[src/rtl/logic_32_bit_serial.sv]
// Slice-serial bitwise logic unit: BUF/INV/AND/OR/NOR over DATA_WIDTH bits, SLICE_WIDTH per cycle.
// Define LOGIC_SERIAL_XOR_EN to make opcode 101 a legal XOR.

module logic_serial_lane (
  input  logic [2:0] opr,
  input  logic       a,
  input  logic       b,
  output logic       y
);
  always_comb begin
    y = 1'b0;
    case (opr)
      3'd0: y = a;
      3'd1: y = ~a;
      3'd2: y = a & b;
      3'd3: y = a | b;
      3'd4: y = ~(a | b);
`ifdef LOGIC_SERIAL_XOR_EN
      3'd5: y = a ^ b;
`endif
      default: y = 1'b0;
    endcase
  end
endmodule

module logic_32_bit_serial #(
  parameter int DATA_WIDTH  = 32,
  parameter int SLICE_WIDTH = 8
) (
  input  logic                  CLK,
  input  logic                  RST,
  input  logic                  START,
  input  logic [2:0]            OPR,
  input  logic [DATA_WIDTH-1:0] A,
  input  logic [DATA_WIDTH-1:0] B,
  output logic [DATA_WIDTH-1:0] Y,
  output logic                  BUSY,
  output logic                  DONE,
  output logic                  ERR
);
  localparam int N  = DATA_WIDTH / SLICE_WIDTH;
  localparam int CW = (N > 1) ? $clog2(N) : 1;

  typedef struct packed {
    logic [2:0]            opr;
    logic [DATA_WIDTH-1:0] a;
    logic [DATA_WIDTH-1:0] b;
  } req_t;

  typedef enum logic [1:0] {IDLE, RUN, DONE_ST} state_t;

  state_t                  state_q, state_d;
  req_t                    req_q;
  logic [CW-1:0]           cnt_q;
  logic [DATA_WIDTH-1:0]   acc_q, acc_d;
  logic [SLICE_WIDTH-1:0]  a_sl, b_sl, y_sl;
  logic                    last_slice, illegal;
  int unsigned             base;

  assign last_slice = (cnt_q == CW'(N - 1));

`ifdef LOGIC_SERIAL_XOR_EN
  assign illegal = (req_q.opr > 3'd5);
`else
  assign illegal = (req_q.opr > 3'd4);
`endif

  // slice select and merge back into the accumulator
  always_comb begin
    base  = 32'(cnt_q) * SLICE_WIDTH;
    a_sl  = req_q.a[base +: SLICE_WIDTH];
    b_sl  = req_q.b[base +: SLICE_WIDTH];
    acc_d = acc_q;
    acc_d[base +: SLICE_WIDTH] = y_sl;
  end

  for (genvar i = 0; i < SLICE_WIDTH; i++) begin : g_lane
    logic_serial_lane u_lane (
      .opr (req_q.opr),
      .a   (a_sl[i]),
      .b   (b_sl[i]),
      .y   (y_sl[i])
    );
  end

  always_ff @(posedge CLK) begin
    if (RST) state_q <= IDLE;
    else     state_q <= state_d;
  end

  always_comb begin
    state_d = state_q;
    case (state_q)
      IDLE:    if (START) state_d = RUN;
      RUN:     if (last_slice) state_d = DONE_ST;
      DONE_ST: state_d = IDLE;
      default: state_d = IDLE;
    endcase
  end

  always_comb begin
    BUSY = (state_q == RUN);
    DONE = (state_q == DONE_ST);
  end

  always_ff @(posedge CLK) begin
    if (RST) begin
      req_q <= '0;
      cnt_q <= '0;
      acc_q <= '0;
      Y     <= '0;
      ERR   <= 1'b0;
    end else begin
      case (state_q)
        IDLE: if (START) begin
          req_q <= '{opr: OPR, a: A, b: B};
          cnt_q <= '0;
          acc_q <= '0;
        end
        RUN: begin
          acc_q <= acc_d;
          if (last_slice) begin
            cnt_q <= '0;
            Y     <= illegal ? '0 : acc_d;
            ERR   <= illegal;
          end else begin
            cnt_q <= cnt_q + 1'b1;
          end
        end
        default: ;
      endcase
    end
  end
endmodule

[config.mk]
export PLATFORM = sky130hd
export DESIGN_NAME = logic_32_bit_serial
export DESIGN_NICKNAME = d
export VERILOG_FILES = /design/src/rtl/logic_32_bit_serial.sv
export SDC_FILE = /design/constraint.sdc
export NUM_CORES = 1
export LEC_CHECK = 0
export BUFFER_PORTS_ARGS = -buffer_cell sky130_fd_sc_hd__buf_2
export CAP_MARGIN = 30
export CORE_ASPECT_RATIO = 1.1
export CORE_MARGIN = 2
export CORE_UTILIZATION = 40
export CTS_CLUSTER_DIAMETER = 50
export DETAILED_ROUTE_END_ITERATION = 10
export GPL_TIMING_DRIVEN = 0
export SETUP_SLACK_MARGIN = 0.5
export SYNTH_ARGS = -nofsm -noshare
export SYNTH_HDL_FRONTEND = slang
export SYNTH_HIERARCHICAL = 1
export SYNTH_SLANG_ARGS = --single-unit
[constraint.sdc]
create_clock -name CLK -period 3.75 [get_ports CLK]
set_clock_uncertainty 0.1 [all_clocks]
set_input_delay 0.375 -clock CLK [delete_from_list [all_inputs] [get_ports CLK]]
set_output_delay 0.375 -clock CLK [all_outputs]
set_load 0.03 [all_outputs]
==> qor.yml, run 1 <==
status:
  status: "completed"
clock_tree:
  path_clk_slew_ps: 60
  cts.path.max_buffers: 2
  cts_inserted_buffers: 17
  root_buffer: "clkbuf_16"
  cts_tree: "yes"
  ctsHtreeMaxLevel: 4
  clkSinkCount: 136
  post-cts-setup-buffers: 0
  clock_latency_ps: 420
place:
  io_buffers: 103
  gp_congestion: 0.827
  dpl.hpwl_um: 11900
grt:
  grtUsageTotal: 0.209
  grt_pass1_vias: 5053
  grt-ovfl-total: 0
  grt_pass1_wl_um: 25900
  grt_max_degree: 35
  antenna_found_initial: 0
timing:
  hold_viol: 0
  slew_headroom: 0.467
  slew_viol_final: 0
  period_minus_slack_ps: 3090
  fmax_mhz: 324
  final-setup-viol-count: 0
  tightest_slew_ps: 795
  min_period_over_period: 0.824
  rsz0062_at_grt: "true"
  tns_ps: 0
final_layout:
  finish.utilization: 0.514
  layout-drive-gt1-share: 0.237
  final_common_cell: "nand2_1"
  n_antenna_cell: 0
  most-common-layout-cells: "nand2_1, dfxtp_1, buf_2"
  nNetsFinal: 838
  areaGrowthSynthToFinish_pct: 25.0
floorplan:
  die_area_um2: 15800
  die_width_um: 120
  rows: 46
  ios: 105
  fp.dieH_um: 132
  initial_core_util: 0.411
  core_area_um2: 14400
critical_path:
  critical_path.max_fanout: 10
  critPathLaunch: "cnt_q[0]"
  cp.required_ps: 3940
  cpPeakStageDelay_ps: 620
  reg2reg_from: "cnt_q[0]"
  worstPathCellList: "buf_6 > buf_2 > mux4_2 > mux2_1 > a221oi_1 > o21ai_1 > a32oi_1 > o2bb2ai_1"
  cp_slowest_cell: "mux4_2"
  crit_type: "flip-flop to flip-flop"
  worst_setup_path_start_kind: "flip-flop"
  worstPathArrival_ps: 3290
  crit_path_end_kind: "flip-flop"
  r2r_cells: 8
logic_synthesis:
  synth_nets: 714
  ys_seq_area_frac: 0.459
  syn_inst: 638
  synth.distinct_cells: 48
  ys_top_cells_by_area: "dfxtp_1, nand2_1, o2bb2ai_1, a21oi_1, mux4_2"
  ys_warn_count: 6
  syn_area_um2: 5940
  yosysTopAreaCell: "dfxtp_1"
  synth-seq-cells: 136
  synth_area_per_cell_um2: 9.31
  netlist.area_leader.share: 0.459
run:
  cap_violations: 0
power:
  ir_drop_v: 0.000331
  p_leak_uw: 0.00282
  powerDensity_nw_per_um2: 507
  p_total_uw: 3760
detailed_routing:
  avgViaCountPerCell: 5.36
  via_count: 5184
  first_pass_iters: 4
  routedWlPerCell_um: 16.8
  drt_iter0_drc: 304
  ant_nets: 0
  wl_um: 16300
  route.detailed.drc: 0
min_path:
  worstHoldPathCells: 3
  hold_class: "input port to flip-flop"
  hold_start: "B[2]"
-- per-stage QoR --
| step | std cells | worst slack (ps) | hold WS, ps | cell area (µm²) |
|---|---|---|---|---|
| global route | 967 | 488 | 89.7 | 7420 |
| floorplan | 638 | 1090 | 325 | 5940 |
| global placement | 933 | 237 | 337 | 6690 |
| finish | 967 | 659 | 91.4 | 7420 |
| CTS | 966 | 591 | 76.7 | 7380 |
| detailed placement | 934 | 223 | 341 | 6720 |
-- path summary, 6_finish.rpt --
| kind | endpoint | slack [ps] |
|---|---|---|
| hold / removal | req_q[2] | 90 |
| setup reg to reg | Y[26] | 660 |
| setup / recovery | Y[26] | 660 |
| hold reg to reg | Y[6] | 350 |
-- what timing repair did --
item                       in CTS  in global routing
cloned                          0                  0
setup endpoints to repair      57                 20
resized for setup               3                  4
pin swaps                       0                  0
hold buffers                    0                  0
-- per-layer routing --
layer	track usage	share of wire
met5	0	0
met4	0.0824	0.014
met3	0.0411	0.049
met2	0.344	0.48
met1	0.270	0.46
-- where the power goes --
group,internal [µW],total [µW],switching (µW)
Clock,1180,1800,614
Sequential,1500,1530,33.8
Combinational,163,432,270
Total,2840,3760,918
-- state kept, by name (all words and copies together) (netlist names) --
register	count
Y	32
acc_q	32
state_q	2
req_q	67
ERR	1
cnt_q	2
-- worst max-delay path: cells and delay by family, from the launching register on --
| family | cells | cell delay, ps |
|---|---|---|
| AO/OA/AOI/OAI | 4 | 1040 |
| buffers and inverters | 2 | 470 |
| flip-flops | 1 | 390 |
| multiplexers | 2 | 960 |
-- logic make-up (layout without fill, tap and decap cells) --
group	after synthesis	in the layout	synth area share
AOI/OAI and AO/OA	189	189	0.219
xor gates and xnor gates	8	8	0.0118
adders and majority gates	6	6	0.0126
buffers and inverters	57	194	0.0403
DFF	136	136	0.459
muxes	27	27	0.0816
and+or+nand+nor	215	215	0.176
-- synth_stat cells (all sizes together) --
cell type and n:
nand4b 1, and2 2, a31oi 17, mux4 16, nor3b 12, a32o 6
nor3 11, or3b 2, a221oi 8, inv 9, nand2b 1, o21ai 10
nor2 3, a32oi 3, a21oi 73, a22oi 1, ha 6, nand3 1
nor4b 1, o22ai 3, and4b 1, o32ai 1, clkbuf 31, a311oi 1
buf 16, nor2b 18, clkinv 1, nor4bb 1, or4b 2, xnor2 8
mux2 11, nand2 147, or4bb 1, dfxtp 136, o2bb2ai 45, and3b 1
a22o 21, nand3b 10
-- cell type report --
type / instances / area (µm²)
clock inverters: 10 / 166
multi-input cells: 445 / 2990
repair buffers: 105 / 571
plain buffers: 47 / 206
fillers: 1390 / 7030
flip-flops and latches: 136 / 2720
well taps: 192 / 240
inverters: 10 / 37.5
clock buffers: 22 / 484
Note: power is estimated with default switching activity, not from simulation.
==> run 2, diff against run 1 <==
==> constraint.sdc (replaced) <==
create_clock -name CLK -period 3 [get_ports CLK]
set_clock_uncertainty 0.1 [all_clocks]
set_input_delay 0.3 -clock CLK [delete_from_list [all_inputs] [get_ports CLK]]
set_output_delay 0.3 -clock CLK [all_outputs]
set_load 0.03 [all_outputs]
==> run 2 against run 1 <==
  * Setup slack lost 270 ps
  * Clock power grew 10%
  * Sequential share of layout area shrank 3.5 points
  * First-iteration DRC count grew 36%
  * Wire length grew 8.0%
  * Final area grew 11%
  * Power grew 25%
  * Register-to-register slack lost 270 ps
  * Critical path depth grew 1
  * Worst hold slack lost 83 ps
  * Non-clock buffer count grew 27
  * Combinational power grew 81%
==> qor.yml, run 2 (synthesis gave the netlist of run 1 again) <==
power:
  pwr-share-comb: 0.167  # +0.052
  seqPwrFrac: 0.410  # +0.003
  powerDensity_nw_per_um2: 570  # +12%
  p_switching_uw: 1220  # +32%
  p_clk_frac: 0.422  # -0.056
  p_leak_uw: 0.00311  # +10%
  p_total_uw: 4680  # +25%
  swShare: 0.260  # +0.0155
  ir_drop_v: 0.000375  # +13%
  internal_power_uw: 3470  # +22%
final_layout:
  finalNonFillerCells: 990  # +2.4%
  final_common_cell: "nand2_1"
  top_regs: "req_q: 67 flops, Y: 32 flops, acc_q: 32 flops"
  multiInputGateArea_um2: 3550  # +19%
  n_antenna_cell: 0  # unchanged
  fillCellCount: 1250  # -10%
  finish.utilization: 0.569  # +0.0551
  regArea_um2: 2730  # +0.18%
  layout-drive-gt1-share: 0.345  # +0.107
  most-common-layout-cells: "nand2_1, dfxtp_1, buf_2"
  areaGrowthSynthToFinish_pct: 38.4
  regMostFlops: "req_q"
  nNetsFinal: 865  # +3.2%
  largest_reg_flops: 67  # unchanged
grt:
  grtUsageTotal: 0.222  # +0.0126
  antenna_found_initial: 0  # unchanged
  grt_max_degree: 35  # unchanged
  grt_pass1_vias: 5400  # +6.9%
  grt_pass1_wl_um: 27600  # +6.3%
  grt-ovfl-total: 0  # unchanged
timing:
  layout_setup_ws_ps: 392  # -267 ps
  slew_viol_final: 0  # unchanged
  tightest_slew_ps: 692  # -103 ps
  hold_viol: 0  # unchanged
  final-setup-viol-count: 0  # unchanged
  rsz0062_at_grt: "true"
  fmax_mhz: 383  # +19%
  period_minus_slack_ps: 2610  # -483 ps
  slew_headroom: 0.539  # +0.0724
  min_period_over_period: 0.869  # +0.0451
  tns_ps: 0  # unchanged
critical_path:
  critical_path.top_delay_family: "multiplexers"
  cp_slowest_cell: "mux4_2"
  r2r_cells: 9  # +1
  path_buf_inv: 2  # unchanged
  regToRegSetupSlack_ps: 390  # -270 ps
  reg2reg_from: "cnt_q[0]"
  crit_type: "flip-flop to flip-flop"
  worstPathArrival_ps: 2820  # -470 ps
  worst_setup_path_start_kind: "flip-flop"
  r2r_end: "Y[17]"
  cp.required_ps: 3210  # -730 ps
  worstPathCellList: "buf_6 > buf_12 > mux4_2 > mux2_1 > a221oi_2 > o21ai_4 > nand2_1 > o2bb2ai_1 > a22o_1"
  cpPeakStageDelay_ps: 570  # -50 ps
  critical_path.max_fanout: 7  # -3
  crit_path_end_kind: "flip-flop"
detailed_routing:
  wl_um: 17600  # +8.0%
  first_pass_iters: 4  # unchanged
  met3_length_um: 906  # +14%
  avgViaCountPerCell: 5.48  # +2.2%
  via_count: 5426  # +4.7%
  ant_nets: 0  # unchanged
  top_layer_used: "met4"
  met1_length_um: 7690  # +2.9%
  drt_iter0_drc: 414  # +36%
  wl_met2_um: 8600  # +10%
  routedWlPerCell_um: 17.8  # +5.4%
  route.detailed.drc: 0  # unchanged
run:
  cap_violations: 0  # unchanged
clock_tree:
  cts_inserted_buffers: 17  # unchanged
  clkSinkCount: 136  # unchanged
  cts_tree: "yes"
  path_clk_slew_ps: 50  # about the same
  root_buffer: "clkbuf_16"
  cts.path.max_buffers: 2  # unchanged
  ctsHtreeMaxLevel: 4  # unchanged
  clock_latency_ps: 430  # about the same
  hold_buffers: 0  # unchanged
min_path:
  hold_class: "input port to flip-flop"
  hold_start: "B[26]"
  worstHoldPathCells: 3  # unchanged
  min_to: "req_q[26]"
status:
  status: "completed"
floorplan:
  ios: 105  # unchanged
  core_area_um2: 14400  # unchanged
  die_area_um2: 15800  # unchanged
  rows: 46  # unchanged
  initial_core_util: 0.411  # unchanged
  die_width_um: 120  # unchanged
  fp.dieH_um: 132  # unchanged
place:
  dpl.cell_count: 934  # unchanged
  pre_cts_ws_ps: -186  # -410 ps
  gp_congestion: 0.838  # +1.4%
  io_buffers: 103  # unchanged
  dpl.hpwl_um: 11900  # +0.27%
-- run 2: power by group through the flow --
stage               logic [µW]  clock network, µW  registers, µW
finish                     784               1980           1920
global route               837               2080           1930
CTS                        681               2000           1920
detailed placement         528                  0           1950
global placement           504                  0           1960
floorplan                  344                  0           1940
-- run 2: worst max path at each step --
| stage | start | to | cells past startpoint |
|---|---|---|---|
| floorplan | cnt_q[0] | acc_q[2] | 8 |
| global placement | cnt_q[1] | Y[26] | 8 |
| detailed placement | cnt_q[1] | Y[26] | 8 |
| CTS | cnt_q[0] | Y[26] | 9 |
| global route | cnt_q[0] | Y[17] | 9 |
| finish | cnt_q[0] | Y[17] | 9 |
-- run 2: stage by stage --
stage | instance area, µm² | hold WS, ps
CTS | 7850 | 1.87
global placement | 6710 | 336
finish | 8220 | 8.22
floorplan | 5950 | 325
detailed placement | 6740 | 343
global route | 8220 | 10.3
-- run 2: repair_timing --
item                       4_1_cts  5_1_grt
setup buffers                   19        9
pin swaps                       26       25
gates resized for setup         64       56
setup endpoints to repair       64       64
-- run 2: per-layer routing --
| metal | vias to the layer above | GRT usage |
|---|---|---|
| li1 | 2622 | - |
| met1 | 2628 | 0.281 |
| met2 | 146 | 0.364 |
| met3 | 30 | 0.0502 |
| met4 | 0 | 0.0908 |
| met5 | - | 0 |
-- run 2: worst min-delay path, stage by stage --
cell and delay [ps]:
buf_2 90, nand2_1 40, a21oi_1 50
-- run 2: final cells by class --
cell class | instances | area share
Multi-Input combinational cell | 445 | 0.432
Sequential cell | 136 | 0.332
Timing Repair Buffer | 132 | 0.103
Clock buffer | 25 | 0.0627
Buffer | 47 | 0.0314
Tap cell | 192 | 0.0292
Inverter | 10 | 0.00503
Clock inverter | 3 | 0.00487
